==> config.mk <==
export PLATFORM = sky130hd
export DESIGN_NAME = hazard_stall_ctrl_flat
export DESIGN_NICKNAME = d
export VERILOG_FILES = /design/src/rtl/hazard_stall_ctrl_if.sv /design/src/rtl/hazard_stall_ctrl.sv /design/src/flat_wrapper.sv
export SDC_FILE = /design/constraint.sdc
export NUM_CORES = 1
export LEC_CHECK = 0
export CAP_MARGIN = 10
export CORE_AREA = 2 2 70 72
export CTS_CLUSTER_SIZE = 40
export DETAILED_ROUTE_END_ITERATION = 8
export DIE_AREA = 0 0 72 74
export PLACE_DENSITY = 0.83
export SLEW_MARGIN = 25
export SYNTH_ARGS = -nofsm -noshare
export SYNTH_HDL_FRONTEND = slang
export SYNTH_SLANG_ARGS = --single-unit
==> constraint.sdc <==
create_clock -name clk -period 3.7 [get_ports clk]
set_input_delay 0.74 -clock clk [delete_from_list [all_inputs] [get_ports clk]]
set_output_delay 0.74 -clock clk [all_outputs]
set_load 0.03 [all_outputs]
==> src/rtl/hazard_stall_ctrl_if.sv <==
// Pipeline hazard bus: ID/EXE hazard sources and memory status in, stage enables/flush/bubble/freeze
// and performance/status observables out. master = pipeline side, slave = stall controller.
interface hazard_stall_ctrl_if #(
  parameter int CNT_W = 16
);
  logic [4:0]       ID_reg_address_rs;
  logic [4:0]       ID_reg_address_rt;
  logic             ID_uses_rt;
  logic             EXE_mem_read;
  logic [4:0]       EXE_reg_address_rt;
  logic             branch_taken;
  logic             jump;
  logic             mem_busy;
  logic             pc_write;
  logic             IF_ID_write;
  logic             IF_ID_flush;
  logic             ID_EXE_write;
  logic             ID_EXE_bubble;
  logic             pipe_freeze;
  logic [1:0]       state;
  logic [CNT_W-1:0] stall_count;
  logic [CNT_W-1:0] flush_count;
  logic             mem_timeout;

  modport master (
    output ID_reg_address_rs, ID_reg_address_rt, ID_uses_rt, EXE_mem_read,
           EXE_reg_address_rt, branch_taken, jump, mem_busy,
    input  pc_write, IF_ID_write, IF_ID_flush, ID_EXE_write, ID_EXE_bubble,
           pipe_freeze, state, stall_count, flush_count, mem_timeout
  );

  modport slave (
    input  ID_reg_address_rs, ID_reg_address_rt, ID_uses_rt, EXE_mem_read,
           EXE_reg_address_rt, branch_taken, jump, mem_busy,
    output pc_write, IF_ID_write, IF_ID_flush, ID_EXE_write, ID_EXE_bubble,
           pipe_freeze, state, stall_count, flush_count, mem_timeout
  );
endinterface

==> src/rtl/hazard_stall_ctrl.sv <==
// Stall/flush sequencer: combinational stage controls from state+inputs (0 cycles), registered state/counters.
// Priority per cycle: memory freeze > load-use bubble > branch/jump flush (masked in FLUSH) > run.
module hazard_stall_ctrl #(
  parameter int CNT_W       = 16,
  parameter int MEM_TIMEOUT = 64
) (
  input  logic                clk,
  input  logic                rst,
  hazard_stall_ctrl_if.slave  bus
);

  localparam int BW = $clog2(MEM_TIMEOUT + 1);
  localparam logic [CNT_W-1:0] CNT_MAX  = '1;
  localparam logic [BW-1:0]    BUSY_SAT = BW'(MEM_TIMEOUT);
  localparam logic [BW-1:0]    BUSY_END = BW'(MEM_TIMEOUT - 1);

  typedef enum logic [1:0] {
    RUN        = 2'd0,
    LOAD_STALL = 2'd1,
    MEM_WAIT   = 2'd2,
    FLUSH      = 2'd3
  } state_t;

  state_t           state_q, state_d;
  logic [CNT_W-1:0] stall_q, stall_d;
  logic [CNT_W-1:0] flush_q, flush_d;
  logic [BW-1:0]    busy_q, busy_d;
  logic             timeout_q, timeout_d;

  logic lu;
  logic redirect;
  logic pc_write, ifid_write, ifid_flush, idex_write, idex_bubble, freeze;

  // Register $0 is hardwired, so a load targeting it can never hazard.
  always_comb begin
    lu = bus.EXE_mem_read && (bus.EXE_reg_address_rt != 5'd0) &&
         ((bus.EXE_reg_address_rt == bus.ID_reg_address_rs) ||
          (bus.ID_uses_rt && (bus.EXE_reg_address_rt == bus.ID_reg_address_rt)));
    redirect = (bus.branch_taken || bus.jump) && (state_q != FLUSH);
  end

  always_comb begin
    pc_write    = 1'b1;
    ifid_write  = 1'b1;
    ifid_flush  = 1'b0;
    idex_write  = 1'b1;
    idex_bubble = 1'b0;
    freeze      = 1'b0;
    state_d     = RUN;
    if (rst) begin
      state_d = RUN;
    end else if (bus.mem_busy) begin
      pc_write   = 1'b0;
      ifid_write = 1'b0;
      idex_write = 1'b0;
      freeze     = 1'b1;
      state_d    = MEM_WAIT;
    end else if (lu) begin
      // Branch/jump outcome is ignored: the ID operands are stale until the load lands.
      pc_write    = 1'b0;
      ifid_write  = 1'b0;
      idex_bubble = 1'b1;
      state_d     = LOAD_STALL;
    end else if (redirect) begin
      ifid_flush = 1'b1;
      state_d    = FLUSH;
    end
  end

  always_comb begin
    stall_d   = stall_q;
    flush_d   = flush_q;
    busy_d    = '0;
    timeout_d = timeout_q;
    if (!pc_write && (stall_q != CNT_MAX)) stall_d = stall_q + 1'b1;
    if (ifid_flush && (flush_q != CNT_MAX)) flush_d = flush_q + 1'b1;
    if (bus.mem_busy) begin
      busy_d = (busy_q == BUSY_SAT) ? busy_q : busy_q + 1'b1;
      if (busy_q == BUSY_END) timeout_d = 1'b1;
    end
  end

  always_ff @(posedge clk) begin
    if (rst) begin
      state_q   <= RUN;
      stall_q   <= '0;
      flush_q   <= '0;
      busy_q    <= '0;
      timeout_q <= 1'b0;
    end else begin
      state_q   <= state_d;
      stall_q   <= stall_d;
      flush_q   <= flush_d;
      busy_q    <= busy_d;
      timeout_q <= timeout_d;
    end
  end

  assign bus.pc_write      = pc_write;
  assign bus.IF_ID_write   = ifid_write;
  assign bus.IF_ID_flush   = ifid_flush;
  assign bus.ID_EXE_write  = idex_write;
  assign bus.ID_EXE_bubble = idex_bubble;
  assign bus.pipe_freeze   = freeze;
  assign bus.state         = state_q;
  assign bus.stall_count   = stall_q;
  assign bus.flush_count   = flush_q;
  assign bus.mem_timeout   = timeout_q;

endmodule

==> src/flat_wrapper.sv <==
// flat-port wrapper written by rule: the top's interface ports become plain ports
module hazard_stall_ctrl_flat 
#(
  parameter int CNT_W       = 16,
  parameter int MEM_TIMEOUT = 64
)
  (clk, rst, bus_ID_reg_address_rs, bus_ID_reg_address_rt, bus_ID_uses_rt, bus_EXE_mem_read, bus_EXE_reg_address_rt, bus_branch_taken, bus_jump, bus_mem_busy, bus_pc_write, bus_IF_ID_write, bus_IF_ID_flush, bus_ID_EXE_write, bus_ID_EXE_bubble, bus_pipe_freeze, bus_state, bus_stall_count, bus_flush_count, bus_mem_timeout);
  hazard_stall_ctrl_if #(.CNT_W(CNT_W)) bus_i ();
  input  logic clk;
  input  logic rst;
  input wire logic [$bits(bus_i.ID_reg_address_rs)-1:0] bus_ID_reg_address_rs;
  input wire logic [$bits(bus_i.ID_reg_address_rt)-1:0] bus_ID_reg_address_rt;
  input wire logic [$bits(bus_i.ID_uses_rt)-1:0] bus_ID_uses_rt;
  input wire logic [$bits(bus_i.EXE_mem_read)-1:0] bus_EXE_mem_read;
  input wire logic [$bits(bus_i.EXE_reg_address_rt)-1:0] bus_EXE_reg_address_rt;
  input wire logic [$bits(bus_i.branch_taken)-1:0] bus_branch_taken;
  input wire logic [$bits(bus_i.jump)-1:0] bus_jump;
  input wire logic [$bits(bus_i.mem_busy)-1:0] bus_mem_busy;
  output wire logic [$bits(bus_i.pc_write)-1:0] bus_pc_write;
  output wire logic [$bits(bus_i.IF_ID_write)-1:0] bus_IF_ID_write;
  output wire logic [$bits(bus_i.IF_ID_flush)-1:0] bus_IF_ID_flush;
  output wire logic [$bits(bus_i.ID_EXE_write)-1:0] bus_ID_EXE_write;
  output wire logic [$bits(bus_i.ID_EXE_bubble)-1:0] bus_ID_EXE_bubble;
  output wire logic [$bits(bus_i.pipe_freeze)-1:0] bus_pipe_freeze;
  output wire logic [$bits(bus_i.state)-1:0] bus_state;
  output wire logic [$bits(bus_i.stall_count)-1:0] bus_stall_count;
  output wire logic [$bits(bus_i.flush_count)-1:0] bus_flush_count;
  output wire logic [$bits(bus_i.mem_timeout)-1:0] bus_mem_timeout;
  assign bus_i.ID_reg_address_rs = bus_ID_reg_address_rs;
  assign bus_i.ID_reg_address_rt = bus_ID_reg_address_rt;
  assign bus_i.ID_uses_rt = bus_ID_uses_rt;
  assign bus_i.EXE_mem_read = bus_EXE_mem_read;
  assign bus_i.EXE_reg_address_rt = bus_EXE_reg_address_rt;
  assign bus_i.branch_taken = bus_branch_taken;
  assign bus_i.jump = bus_jump;
  assign bus_i.mem_busy = bus_mem_busy;
  assign bus_pc_write = bus_i.pc_write;
  assign bus_IF_ID_write = bus_i.IF_ID_write;
  assign bus_IF_ID_flush = bus_i.IF_ID_flush;
  assign bus_ID_EXE_write = bus_i.ID_EXE_write;
  assign bus_ID_EXE_bubble = bus_i.ID_EXE_bubble;
  assign bus_pipe_freeze = bus_i.pipe_freeze;
  assign bus_state = bus_i.state;
  assign bus_stall_count = bus_i.stall_count;
  assign bus_flush_count = bus_i.flush_count;
  assign bus_mem_timeout = bus_i.mem_timeout;
  hazard_stall_ctrl #(.CNT_W(CNT_W), .MEM_TIMEOUT(MEM_TIMEOUT)) u_core (.clk(clk), .rst(rst), .bus(bus_i));
endmodule
==> metrics.md <==
| Metric | Value |
|---|---|
| Number of standard-cell rows in the floorplan | `25` |
| Net count of the mapped netlist | `between 200 and 300` |
| Master cell of the clock root buffer | `sky130_fd_sc_hd__clkbuf_8` |
| Final HPWL from detailed placement | `roughly 4.0 mm` |
| Cell area after layout | `~0.0030 sq mm` |
| Final cell count without fillers | `378` |
| Number of distinct library cell variants in the gate-level netlist after synthesis | `46` |
| Main synth FF type | `sky130_fd_sc_hd__dfxtp_1` |
| R2R Setup Slk | `1530 ps` |
| CTS Hold Bufs | `0` |
| Setup repair after global routing missed its margin | `no` |
| Crit path max-delay cell type | `sky130_fd_sc_hd__clkdlybuf4s50_1` |
| Startpoint Class | `input port` |
| Count of yosys warnings during synthesis | `0` |
| Final routed DRC violation total | `0` |
| Post-Route Setup TNS | `0 ps` |
| Data arrival at the endpoint of the critical path | `between 2000 and 3000 ps` |
| Status | `finished clean` |
| Slew margin rel. | `between 60% and 70%` |
| Clock tree from TritonCTS | `built` |
| Resize count post-CTS | `0` |
| CP dominant cell by count | `sky130_fd_sc_hd__clkdlybuf4s50_1` |
| Fraction of layout instances using a drive strength above 1 | `8.95%` |
| DIE AREA | `0.00533 sq mm` |
| Initial antenna violation count | `0` |
| Net count of the finished layout | `between 300 and 400` |
| EDFF count, synth | `0` |
| MaxCap Viol Count | `0` |
| Static leakage power | `about 1.0 nW` |
| Post-Route Utilization | `about 65%` |
| Smallest setup slack after layout | `approximately 130 ps` |
| Highest net fanout along the worst path | `4` |
| Post-route total power | `about 0.96 mW` |
| Die Span X | `72 um` |
| First-pass GRT wire length | `approximately 8.9 mm` |
| Share of synthesized flip-flops with an asynchronous set or reset | `0%` |
| Data required time of the critical path | `between 2000 and 3000 ps` |
| Post-detailed-placement cell area | `approximately 0.0028 sq mm` |
| Number of buffer and inverter stages on the critical path | `2` |
| Instance count of the mapped netlist | `258` |
| Synthesis-to-layout area growth | `36.1%` |
| Core ar. | `0.00460 sq mm` |
| Final wirelength | `5.29 mm` |
| Pin count of the biggest net entering global routing | `30` |
| Highest attainable clock frequency | `0.280 GHz` |
| Largest buffer count on any clock path | `2` |
| Synthesized area divided by synthesized cell count | `~8.4 sq um` |
| Count of TritonRoute iterations in the first routing pass | `6` |
| Weighted congestion at the end of routability-driven global placement | `slightly above 0.8` |
| Final period demand of the worst path | `roughly 3600 ps` |
| Cell class contributing the biggest share of worst-path delay | `buffers and inverters` |
| Worst hold-check path type | `register to register` |
| Inst Count DP | `370` |
| Number of buffers added by the clock tree synthesis step | `5` |
| Total number of vias | `2176` |
| Post-route fraction of the period consumed by the critical path | `a little over nine tenths` |
| Final Hold Slack | `484 ps` |
| Clock Sink Count | `42` |
| Post-Place Worst Slack | `141 ps` |
| Fin. Hold Viols | `0` |
| Startpoint-to-endpoint class of the critical path | `input port to output pin` |
| Vertical die dimension | `74 um` |
| Clk slew on worst S/H paths | `roughly 90 ps` |
| Overall track demand over capacity in global routing | `a little over a fifth` |
| Synthesis-stage register bit count | `42` |
| Pwr dens | `324 mW/mm^2` |
| Vias in the first global route | `just over 2000` |
| Routed WL per cell | `about 14 um` |
| Series of cell instances along the critical path | `clkdlybuf4s50_1, xnor2_1, nand4_1, o22ai_1, nand2_1, nor3_1, clkdlybuf4s50_1` |
| Initial core utilization | `47.4%` |
| Delay contributed by the slowest stage of the critical path | `roughly 700 ps` |
| Setup repair bufs after CTS | `0` |
| Fill cells | `approximately 400` |
| Total congestion overflow | `0` |
| First DRT Iteration DRCs | `82` |
| VDD IR-drop max | `approximately 0.21 mV` |
| Sequential area share after synthesis | `38.6%` |
| Number of placed I/O pins | `63` |
| Critical path capture point type | `output pin` |
| Final setup vio count | `0` |
| PortBufs | `62` |
| Number of pins exceeding their max-slew limit in the final report | `0` |
| Skew final | `10.6 ps` |
| Combined area of all synthesized cells | `approximately 0.0022 sq mm` |
| Post-DR vias/cell | `~5.8` |
| Insertion delay to the later sink of the worst-skew pair | `300 ps` |
| Ant diodes | `0` |
| Max H-tree Level | `2` |
| Least-Margin Pin Slew | `between 500 and 600 ps` |
| Number of routed nets with antenna violations | `0` |
## area by class of cell
| cell class | count | area, sq um | area share (%) |
|---|---|---|---|
| clock inverters | 3 | 48.8 | 1.64 |
| inverters | 11 | 41.3 | 1.39 |
| clock buffers | 5 | 68.8 | 2.32 |
| flip-flops and latches | 42 | 841 | 28.3 |
| well taps | 54 | 67.6 | 2.28 |
| repair buffers | 67 | 648 | 21.8 |
| multi-input cells | 196 | 1250 | 42.2 |
## kinds of logic (layout without fill, tap and decap cells)
| kind of cell | count (synthesis) | after routing | share of synthesized area [%] |
|---|---|---|---|
| AND/OR/NAND/NOR | 109 | 109 | 25.5 |
| adder cells (fa/ha/maj) | 4 | 4 | 2.30 |
| buffers and inverters | 20 | 86 | 4.02 |
| AO/OA/AOI/OAI | 54 | 54 | 17.2 |
| XOR/XNOR | 19 | 19 | 7.63 |
| multiplexers | 10 | 10 | 4.82 |
| flip-flops | 42 | 42 | 38.6 |
## cell usage in the layout (no fill, tap or decap), drive strengths merged, types with 2 or more instances in the layout
cell type / n
clkbuf: 5
mux2: 4
o21ai: 12
xor2: 5
o311ai: 4
o211ai: 2
or3: 9
o31ai: 3
nand4: 10
inv: 12
nand3: 17
nor2: 27
nand2: 23
xnor2: 14
clkdlybuf4s50: 58
mux2i: 6
ha: 4
or4: 6
nor2b: 4
dfxtp: 42
nor3: 2
nor4: 3
and3: 5
o41ai: 5
buf: 9
o21a: 2
a21oi: 16
## power by group
group          internal (mW)  leakage, nW  switching (mW)
clock network          0.206       0.0563           0.178
registers              0.457        0.339         0.00504
logic                 0.0538        0.640          0.0604
## worst min-delay path: stages, from the launching register on
cell and delay [ps]:
sky130_fd_sc_hd__dfxtp_1 340, sky130_fd_sc_hd__a31oi_1 40, sky130_fd_sc_hd__nor2_1 70
## state kept, by name (all words and copies together) (netlist names)
name	cells
u_core.bus.mem_timeout	1
u_core.bus.flush_count	16
u_core.bus.stall_count	16
u_core.bus.state	2
u_core.busy_q	7
## worst paths after layout
| check | end | cells after the start | start |
|---|---|---|---|
| hold / removal | u_core.bus.mem_timeout$_SDFFE_PP0P_ | 2 | u_core.bus.mem_timeout$_SDFFE_PP0P_ |
| setup reg to reg | u_core.bus.stall_count[1]$_SDFFE_PP0P_ | 7 | u_core.bus.stall_count[0]$_SDFFE_PP0P_ |
| setup / recovery | bus_ID_EXE_bubble | 7 | bus_EXE_reg_address_rt[1] |
| hold reg to reg | u_core.bus.mem_timeout$_SDFFE_PP0P_ | 2 | u_core.bus.mem_timeout$_SDFFE_PP0P_ |
## Yosys cell counts, drive strengths merged, types with 2 or more instances
| cell type | instances | area, sq um |
|---|---|---|
| nand4 | 10 | 62.6 |
| or3 | 9 | 56.3 |
| o41ai | 5 | 43.8 |
| and3 | 5 | 31.3 |
| xor2 | 5 | 43.8 |
| nor4 | 3 | 18.8 |
| nand3 | 17 | 85.1 |
| o21ai | 12 | 71.3 |
| buf | 4 | 27.5 |
| nand2 | 23 | 88.8 |
| inv | 11 | 41.3 |
| o211ai | 2 | 20.0 |
| mux2 | 4 | 45.0 |
| clkbuf | 5 | 18.8 |
| o31ai | 3 | 22.5 |
| mux2i | 6 | 60.1 |
| nor3 | 2 | 10.0 |
| o311ai | 4 | 35.0 |
| nor2b | 4 | 25.0 |
| a21oi | 16 | 80.1 |
| dfxtp | 42 | 841 |
| o21a | 2 | 15.0 |
| xnor2 | 14 | 123 |
| nor2 | 27 | 101 |
| or4 | 6 | 52.6 |
| ha | 4 | 50.1 |
## per-layer routing
layer | vias up | part of all wire, % | global-route usage (%)
li1 | 1075 | - | -
met1 | 1043 | 44 | 24.5
met2 | 52 | 50 | 37.4
met3 | 6 | 4.3 | 4.88
met4 | 0 | 1.1 | 7.34
met5 | - | 0 | 0
Note: power is estimated with default switching activity, not from simulation.
